## src/rtl/pc_gen.sv

```systemverilog
// pc_gen: parametrised fetch-stage program-counter generator.
// Has prioritised redirect sources, a valid/ready fetch handshake, a one-entry
// pending-redirect buffer that holds redirects arriving while stalled or halted,
// and a BOOT -> RUN <-> HALTED state machine.
//
// Fetch handshake: while fetch_valid is high, pc_o is a fetch request; it is
// consumed on a rising edge where fetch_ready is also high. An unaccepted pc_o
// stays stable, unless a redirect replaces it (the unaccepted fetch is dropped).
module pc_gen #(
    parameter int                 ADDR_W      = 32,
    parameter logic [ADDR_W-1:0]  RESET_ADDR  = '0,
    parameter int                 STEP        = 1,
    parameter int                 NUM_REDIR   = 3,
    parameter int                 BOOT_CYCLES = 2
) (
    input  logic                          clk,
    input  logic                          rst,
    input  logic [NUM_REDIR-1:0]          redir_valid,
    input  logic [NUM_REDIR*ADDR_W-1:0]   redir_addr,
    input  logic                          stall,
    input  logic                          halt_req,
    input  logic                          resume,
    input  logic                          fetch_ready,
    output logic                          fetch_valid,
    output logic [ADDR_W-1:0]             pc_o,
    output logic                          redir_taken,
    output logic                          halted
);

    typedef enum logic [1:0] {
        ST_BOOT   = 2'd0,
        ST_RUN    = 2'd1,
        ST_HALTED = 2'd2
    } state_t;

    // Boot counter value on which the FSM leaves BOOT.
    localparam logic [3:0]        BOOT_LAST = 4'(BOOT_CYCLES - 1);
    localparam logic [ADDR_W-1:0] STEP_VAL  = ADDR_W'(STEP);

    state_t              state,      state_nxt;
    logic [3:0]          boot_cnt,   boot_cnt_nxt;
    logic [ADDR_W-1:0]   pc,         pc_nxt;
    logic                pend_valid, pend_valid_nxt;
    logic [ADDR_W-1:0]   pend_addr,  pend_addr_nxt;
    logic                taken,      taken_nxt;

    logic                have_redir;
    logic [ADDR_W-1:0]   sel_addr;

    // Priority select: scanning from the top down lets the lowest index win.
    always_comb begin
        have_redir = 1'b0;
        sel_addr   = '0;
        for (int i = NUM_REDIR - 1; i >= 0; i--) begin
            if (redir_valid[i]) begin
                have_redir = 1'b1;
                sel_addr   = redir_addr[i*ADDR_W +: ADDR_W];
            end
        end
    end

    // Next-state, next-PC and pending-buffer decisions.
    always_comb begin
        state_nxt      = state;
        boot_cnt_nxt   = boot_cnt;
        pc_nxt         = pc;
        pend_valid_nxt = pend_valid;
        pend_addr_nxt  = pend_addr;
        taken_nxt      = 1'b0;

        unique case (state)
            ST_BOOT: begin
                // Redirects, stall and halt_req are all ignored while booting.
                if (boot_cnt == BOOT_LAST) begin
                    state_nxt = ST_RUN;
                end else begin
                    boot_cnt_nxt = boot_cnt + 4'd1;
                end
            end

            ST_RUN: begin
                if (have_redir && !stall) begin
                    pc_nxt         = sel_addr;
                    pend_valid_nxt = 1'b0;
                    taken_nxt      = 1'b1;
                end else if (have_redir) begin
                    // Newest redirect overwrites any older pending one.
                    pend_valid_nxt = 1'b1;
                    pend_addr_nxt  = sel_addr;
                end else if (!stall && pend_valid) begin
                    pc_nxt         = pend_addr;
                    pend_valid_nxt = 1'b0;
                    taken_nxt      = 1'b1;
                end else if (!stall && fetch_ready) begin
                    pc_nxt = pc + STEP_VAL;
                end
                // The PC rules above still apply on the edge that enters HALTED.
                if (halt_req) begin
                    state_nxt = ST_HALTED;
                end
            end

            ST_HALTED: begin
                if (resume) begin
                    state_nxt = ST_RUN;
                    if (have_redir) begin
                        pc_nxt         = sel_addr;
                        pend_valid_nxt = 1'b0;
                        taken_nxt      = 1'b1;
                    end else if (pend_valid) begin
                        pc_nxt         = pend_addr;
                        pend_valid_nxt = 1'b0;
                        taken_nxt      = 1'b1;
                    end
                end else if (have_redir) begin
                    pend_valid_nxt = 1'b1;
                    pend_addr_nxt  = sel_addr;
                end
            end

            default: begin
                state_nxt = ST_BOOT;
            end
        endcase
    end

    // State register; reset aborts immediately and discards any pending redirect.
    always_ff @(posedge clk or posedge rst) begin
        if (rst) begin
            state      <= ST_BOOT;
            boot_cnt   <= 4'd0;
            pc         <= RESET_ADDR;
            pend_valid <= 1'b0;
            pend_addr  <= '0;
            taken      <= 1'b0;
        end else begin
            state      <= state_nxt;
            boot_cnt   <= boot_cnt_nxt;
            pc         <= pc_nxt;
            pend_valid <= pend_valid_nxt;
            pend_addr  <= pend_addr_nxt;
            taken      <= taken_nxt;
        end
    end

    assign pc_o        = pc;
    assign redir_taken = taken;
    assign fetch_valid = (state == ST_RUN);
    assign halted      = (state == ST_HALTED);

endmodule

```

## config.mk

```make
export PLATFORM = sky130hd
export DESIGN_NAME = pc_gen
export DESIGN_NICKNAME = d
export VERILOG_FILES = /design/src/rtl/pc_gen.sv
export SDC_FILE = /design/constraint.sdc
export NUM_CORES = 1
export LEC_CHECK = 0
export ABC_AREA = 1
export CORE_UTILIZATION = 51
export CTS_CLUSTER_SIZE = 28
export DETAILED_ROUTE_END_ITERATION = 7
export PLACE_DENSITY = 0.83
export SYNTH_ARGS = -nofsm -noshare
export SYNTH_HDL_FRONTEND = slang
export SYNTH_SLANG_ARGS = --single-unit
export TNS_END_PERCENT = 50
```

## constraint.sdc

```tcl
create_clock -name clk -period 3.4 [get_ports clk]
set_input_delay 0.85 -clock clk [delete_from_list [all_inputs] [get_ports clk]]
set_output_delay 0.85 -clock clk [all_outputs]
set_load 0.05 [all_outputs]
```

======== Word-level counts from Yosys, hierarchy flattened ========
Cells that the tools add are included.
operators by class
  $add $sub $neg .......................... 2
  eq/ne operators ......................... 13
  multiplexer cells ....................... 35
  bitwise gates (word level) .............. 1
  reductions and logical operators ........ 11
operators with widths
  cell                                                             number
  32-bit two-way mux                                               13
  32-bit one-hot mux with 2 select lines                           2
  32-bit by 1-bit adder with 32-bit output, second input constant  1
  1-bit two-way mux                                                14
  2-bit != test, second input constant                             5
  3-bit AND reduction                                              3
  4-bit by 1-bit != test with 1-bit output, second input constant  2
  2-bit two-way mux                                                3
  3-bit by 2-bit != test with 1-bit output, second input constant  2
  2-bit one-hot mux with 3 select lines                            1
  5-bit AND reduction                                              1
  4-bit by 1-bit adder with 4-bit output, second input constant    1
  4-bit by 1-bit == test with 1-bit output, second input constant  1
  1-bit one-hot mux with 2 select lines                            2
  1-bit logical AND                                                3
  3-bit by 1-bit != test with 1-bit output, second input constant  1
  2-bit by 1-bit == test with 1-bit output, second input constant  1
  2-bit == test, second input constant                             1
  2-bit zero test                                                  1
  2-bit AND reduction                                              1
  2-bit nonzero test                                               1
  1-bit zero test                                                  1
  1-bit NOT                                                        1
storage, ports and cells
  bits in registers ....................... 72
  output and inout port bits .............. 35
  logic and storage cells ................. 68

======== Depth between registers and ports, before layout ========
  depth after elaboration ................. 7
  depth in mapped cells ................... 13

======== Worst setup path after synthesis ========
Ideal clock, no wire load.
  path type ............................... reg-to-reg
  start point ............................. reg state[0]
  end point ............................... reg pc[9], in the netlist pc_o[9]
  arrival time ............................ 1979 ps
  data required time ...................... 3282 ps
  slack ................................... 1303 ps
  cell stages (with the launch flop) ...... 14
  buffers on the path ..................... 2
  clock period less this slack ............ 2097 ps
  cells stage by stage .................... dfrtp_1 > inv_1 > ha_1 > inv_1 > buf_4 > nor2_1 > nor2_1 > o21ai_2 > nor2_8 > buf_6 > o21ai_1 > inv_1 > nand2_1 > nand2_1
on the way
  word-level cells in the longest chain between the ends .. 3
  elaborated cells between the ends (all ways) .. 9
  classes of those cells .................. eq/ne (6); mux (1); reduce/logical (2)
RTL lines
  element                                                                           RTL line  text
  start: declaration                                                                40        state_t state, state_nxt;
  start signal: assignment                                                          137       state <= state_nxt;
  2-bit == test *                                                                   -
  net halted                                                                        27        output logic halted
  3-bit by 1-bit != test with 1-bit output (no line), or another cell as far along  -
  5-bit AND reduction (no line)                                                     -
  end signal: assignment                                                            139       pc <= pc_nxt;
  end: declaration                                                                  42        logic [ADDR_W-1:0] pc, pc_nxt;
Mark *: on every way through the listed nets, which the timed path passes. The rest lies on a longest branch.
A chain may end at the register's enable or synchronous reset.

======== Worst setup path in the final report ========
  start point ............................. reg state[1]
  end point ............................... out fetch_valid
on the way
  word-level cells in the longest chain between the ends .. 1
RTL lines
  element                                   RTL line  text
  2-bit by 1-bit == test with 1-bit output  148       assign fetch_valid = (state == ST_RUN);
  end: declaration                          24        output logic fetch_valid,
No other way between the ends.

==> impl_metrics.yaml <==
outcome:
  status: "finished clean"
pwr:
  vdd_drop_max_uv: 627
  p_sw_mw: 3.50
  p_leak_nw: 3.61
  p_per_area_nw_per_um2: 906
  power.share.combinational: 0.604
  clkPwrFrac: 0.150
  power_switching_share: 0.512
  seqPwrFrac: 0.246
  internal_power_mw: 3.35
clock_tree:
  clock_tree.root_cell: "clkbuf_16"
  cts_buffers: 9
  clk_path_buf_depth: 2
  postCtsHoldBufs: 0
  cts_setup_buffers: 0
  insertion_delay_ns: 0.34
  cts-resized-gates: 0
  htreeDepth: 3
  tritoncts: "done"
  path_clk_slew_ns: 0.06
  cts_sinks: 72
final_layout:
  drive_gt1_frac: 0.0505
  seq_area_sq_um: 1800
  n_fill_cell: 965
  final_nets: 1176
  multi_input_area_sq_um: 3260
  syn2layout_area_growth_pct: 30.7
  fin_cells: 1210
  num_antenna_cells: 0
route:
  route.detailed.drc: 0
  drt_wl_total_microns: 17400
  drt-wirelength-per-cell_microns: 14.3
  drtIter0Drc: 577
  antenna_left: 0
  vias: 6412
  first_pass_iters: 5
  viasPerCell: 5.30
setup_path:
  arrival_ns: 2.01
  slowest_delay_ns: 0.86
  critPathRequiredTime_ns: 2.55
  reg2reg_depth: 10
  criticalPathCategory: "register to primary output"
  end_kind: "primary output"
  crit_path_top_delay_cell: "clkdlybuf4s50_1"
  worstPathMaxFanout: 5
  crit_start: "state[1]$_DFFE_PP0P_"
  r2r-start: "state[0]$_DFFE_PP0P_"
  path_cells: "inv_1 -> ha_1 -> clkdlybuf4s50_1"
  cp-start-kind: "register"
sta:
  finalCriticalPeriod_ns: 2.86
  tns_ns: 0
  rsz0062_at_grt: "no"
  layout_worst_path_cycle_share: 0.840
  max_slew_margin: 0.557
  worst_slew_pin_slew_ns: 0.657
  hold_viol: 0
  fmaxAchievable_ghz: 0.350
  maxSlewViolCount: 0
  hold_ws_ns: 0.538
  finalClockSkew_ns: 0.00495
  setup_viol: 0
die:
  initial_core_util: 0.529
  row_count: 38
  dieArea_sq_um: 11800
  ios: 140
  core_area_sq_um: 10900
  fp.dieW_microns: 109
  die_y_microns: 109
synth:
  synth_top_flop_cell: "dfrtp_1"
  async_flop_share: 1.00
  postSynthAreaPerCell_sq_um: 6.10
  synth_top_cell_by_area: "dfrtp_1"
  synth-seq-area-share: 0.311
  synth_top_area_frac: 0.311
  netlist_top_cells_area: "dfrtp_1, nand2_1, o21ai_0"
  synth_area_sq_um: 5790
  syn-num-nets: 1060
  ys_types: 38
  synthCells: 949
  ys_ff_latch: 72
  yosys_warnings: 0
  synth_edf_count: 0
global_route:
  grt_pass1_wl_microns: 28100
  overflow: 0
  antenna_found_initial: 0
  grt_pass1_vias: 5732
  grt_max_degree: 73
  grtUsageTotal: 0.310
place:
  gp_congestion: 0.913
  place_inst: 1194
  port_buffers: 139
  dp_hpwl_microns: 12600
job:
  drv_cap: 0
hold_path:
  hp-start: "pend_addr[11]$_DFFE_PP0P_"
  hp-class: "register to register"
  holdPathStages: 2
==> cell usage in the layout (no fill, tap or decap), drive strengths merged, types with 2 or more instances in the layout <==
cell type and instances:
bufinv 2, buf 15, o21ai 165, nor2 61, ha 6, nand3 42
inv 125, dfrtp 72, o21bai 4, clkbuf 13, clkdlybuf4s50 139, nand3b 4
clkinv 2, o211ai 5, xnor2 3, nand2 325, and2 2, or2 8
xor2 6, a21oi 65
==> layout make-up <==
class	count	area share
Multi-Input combinational cell	702	0.431
Clock inverter	3	0.00860
Timing Repair Buffer	154	0.204
Inverter	126	0.0625
Tap cell	140	0.0232
Sequential cell	72	0.238
Clock buffer	13	0.0331
==> worst max-delay path: cells and delay by family, from the launching register on <==
kind	cells	cell delay (ns)
adder cells (fa/ha/maj)	1	0.31
buffers and inverters	2	0.96
flip-flops	1	0.39
==> kinds of logic after synthesis <==
kind of cell	synth area share
AND/OR/NAND/NOR	0.316
AO/OA/AOI/OAI	0.220
buffers and inverters	0.126
flip-flops	0.311
XOR/XNOR	0.0136
adder cells (fa/ha/maj)	0.0130
==> stage by stage <==
step                      worst slack (ns)   util  cell area (sq um)  power (mW)
after floorplan                      0.725      -               5790        4.67
after global placement               0.345  0.663               7250        5.67
after detailed placement             0.263  0.663               7250        5.77
after CTS                            0.560  0.692               7560        6.83
after global routing                 0.418  0.692               7560        7.40
final                                0.544  0.692               7560        6.85
==> sequential cells by signal, summed over array words and instances (netlist names) <==
| signal | cells |
|---|---|
| state | 2 |
| redir_taken | 1 |
| pend_valid | 1 |
| boot_cnt | 4 |
| pend_addr | 32 |
| pc_o | 32 |
==> power groups by stage <==
| stage | logic [mW] | clock network (mW) | registers (mW) |
|---|---|---|---|
| floorplan | 2.44 | 0 | 2.23 |
| global placement | 3.99 | 0 | 1.68 |
| detailed placement | 4.09 | 0 | 1.68 |
| CTS | 4.13 | 1.03 | 1.67 |
| global route | 4.60 | 1.07 | 1.73 |
| finish | 4.14 | 1.02 | 1.68 |
==> layer usage <==
metal | vias up | share of wire | GRT usage
met5 | - | 0 | 0
met4 | 0 | 0.019 | 0.0936
met3 | 29 | 0.10 | 0.0639
met2 | 325 | 0.44 | 0.479
met1 | 2818 | 0.43 | 0.436
li1 | 3240 | - | -
==> synth_stat cells, types with 2 or more instances <==
cell      number
a21oi_1       64
and2_1         2
buf_1          4
buf_2         12
buf_4          5
buf_6          5
clkbuf_1      23
dfrtp_1       72
ha_1           6
inv_1        123
inv_2          2
nand2_1      323
nand3_1       41
nand3b_1       4
nor2_1        52
nor2_2         5
nor2_4         3
o211ai_1       5
o21ai_0      138
o21ai_1       23
o21ai_2        4
o21bai_1       4
or2_0          2
or2_2          6
xnor2_1        3
xor2_1         6
==> worst paths after layout <==
| path | end | slack [ns] |
|---|---|---|
| worst max-delay path | fetch_valid | 0.54 |
| worst min-delay path | pend_addr[11]$_DFFE_PP0P_ | 0.54 |
| worst max register to register | pc_o[16]$_DFFE_PP0P_ | 1.03 |
| worst min register to register | pend_addr[11]$_DFFE_PP0P_ | 0.54 |
| max in group asynchronous | pc_o[29]$_DFFE_PP0P_ | 2.18 |
| min in group asynchronous | pc_o[8]$_DFFE_PP0P_ | 0.90 |
Note: power is estimated with default switching activity, not from simulation.
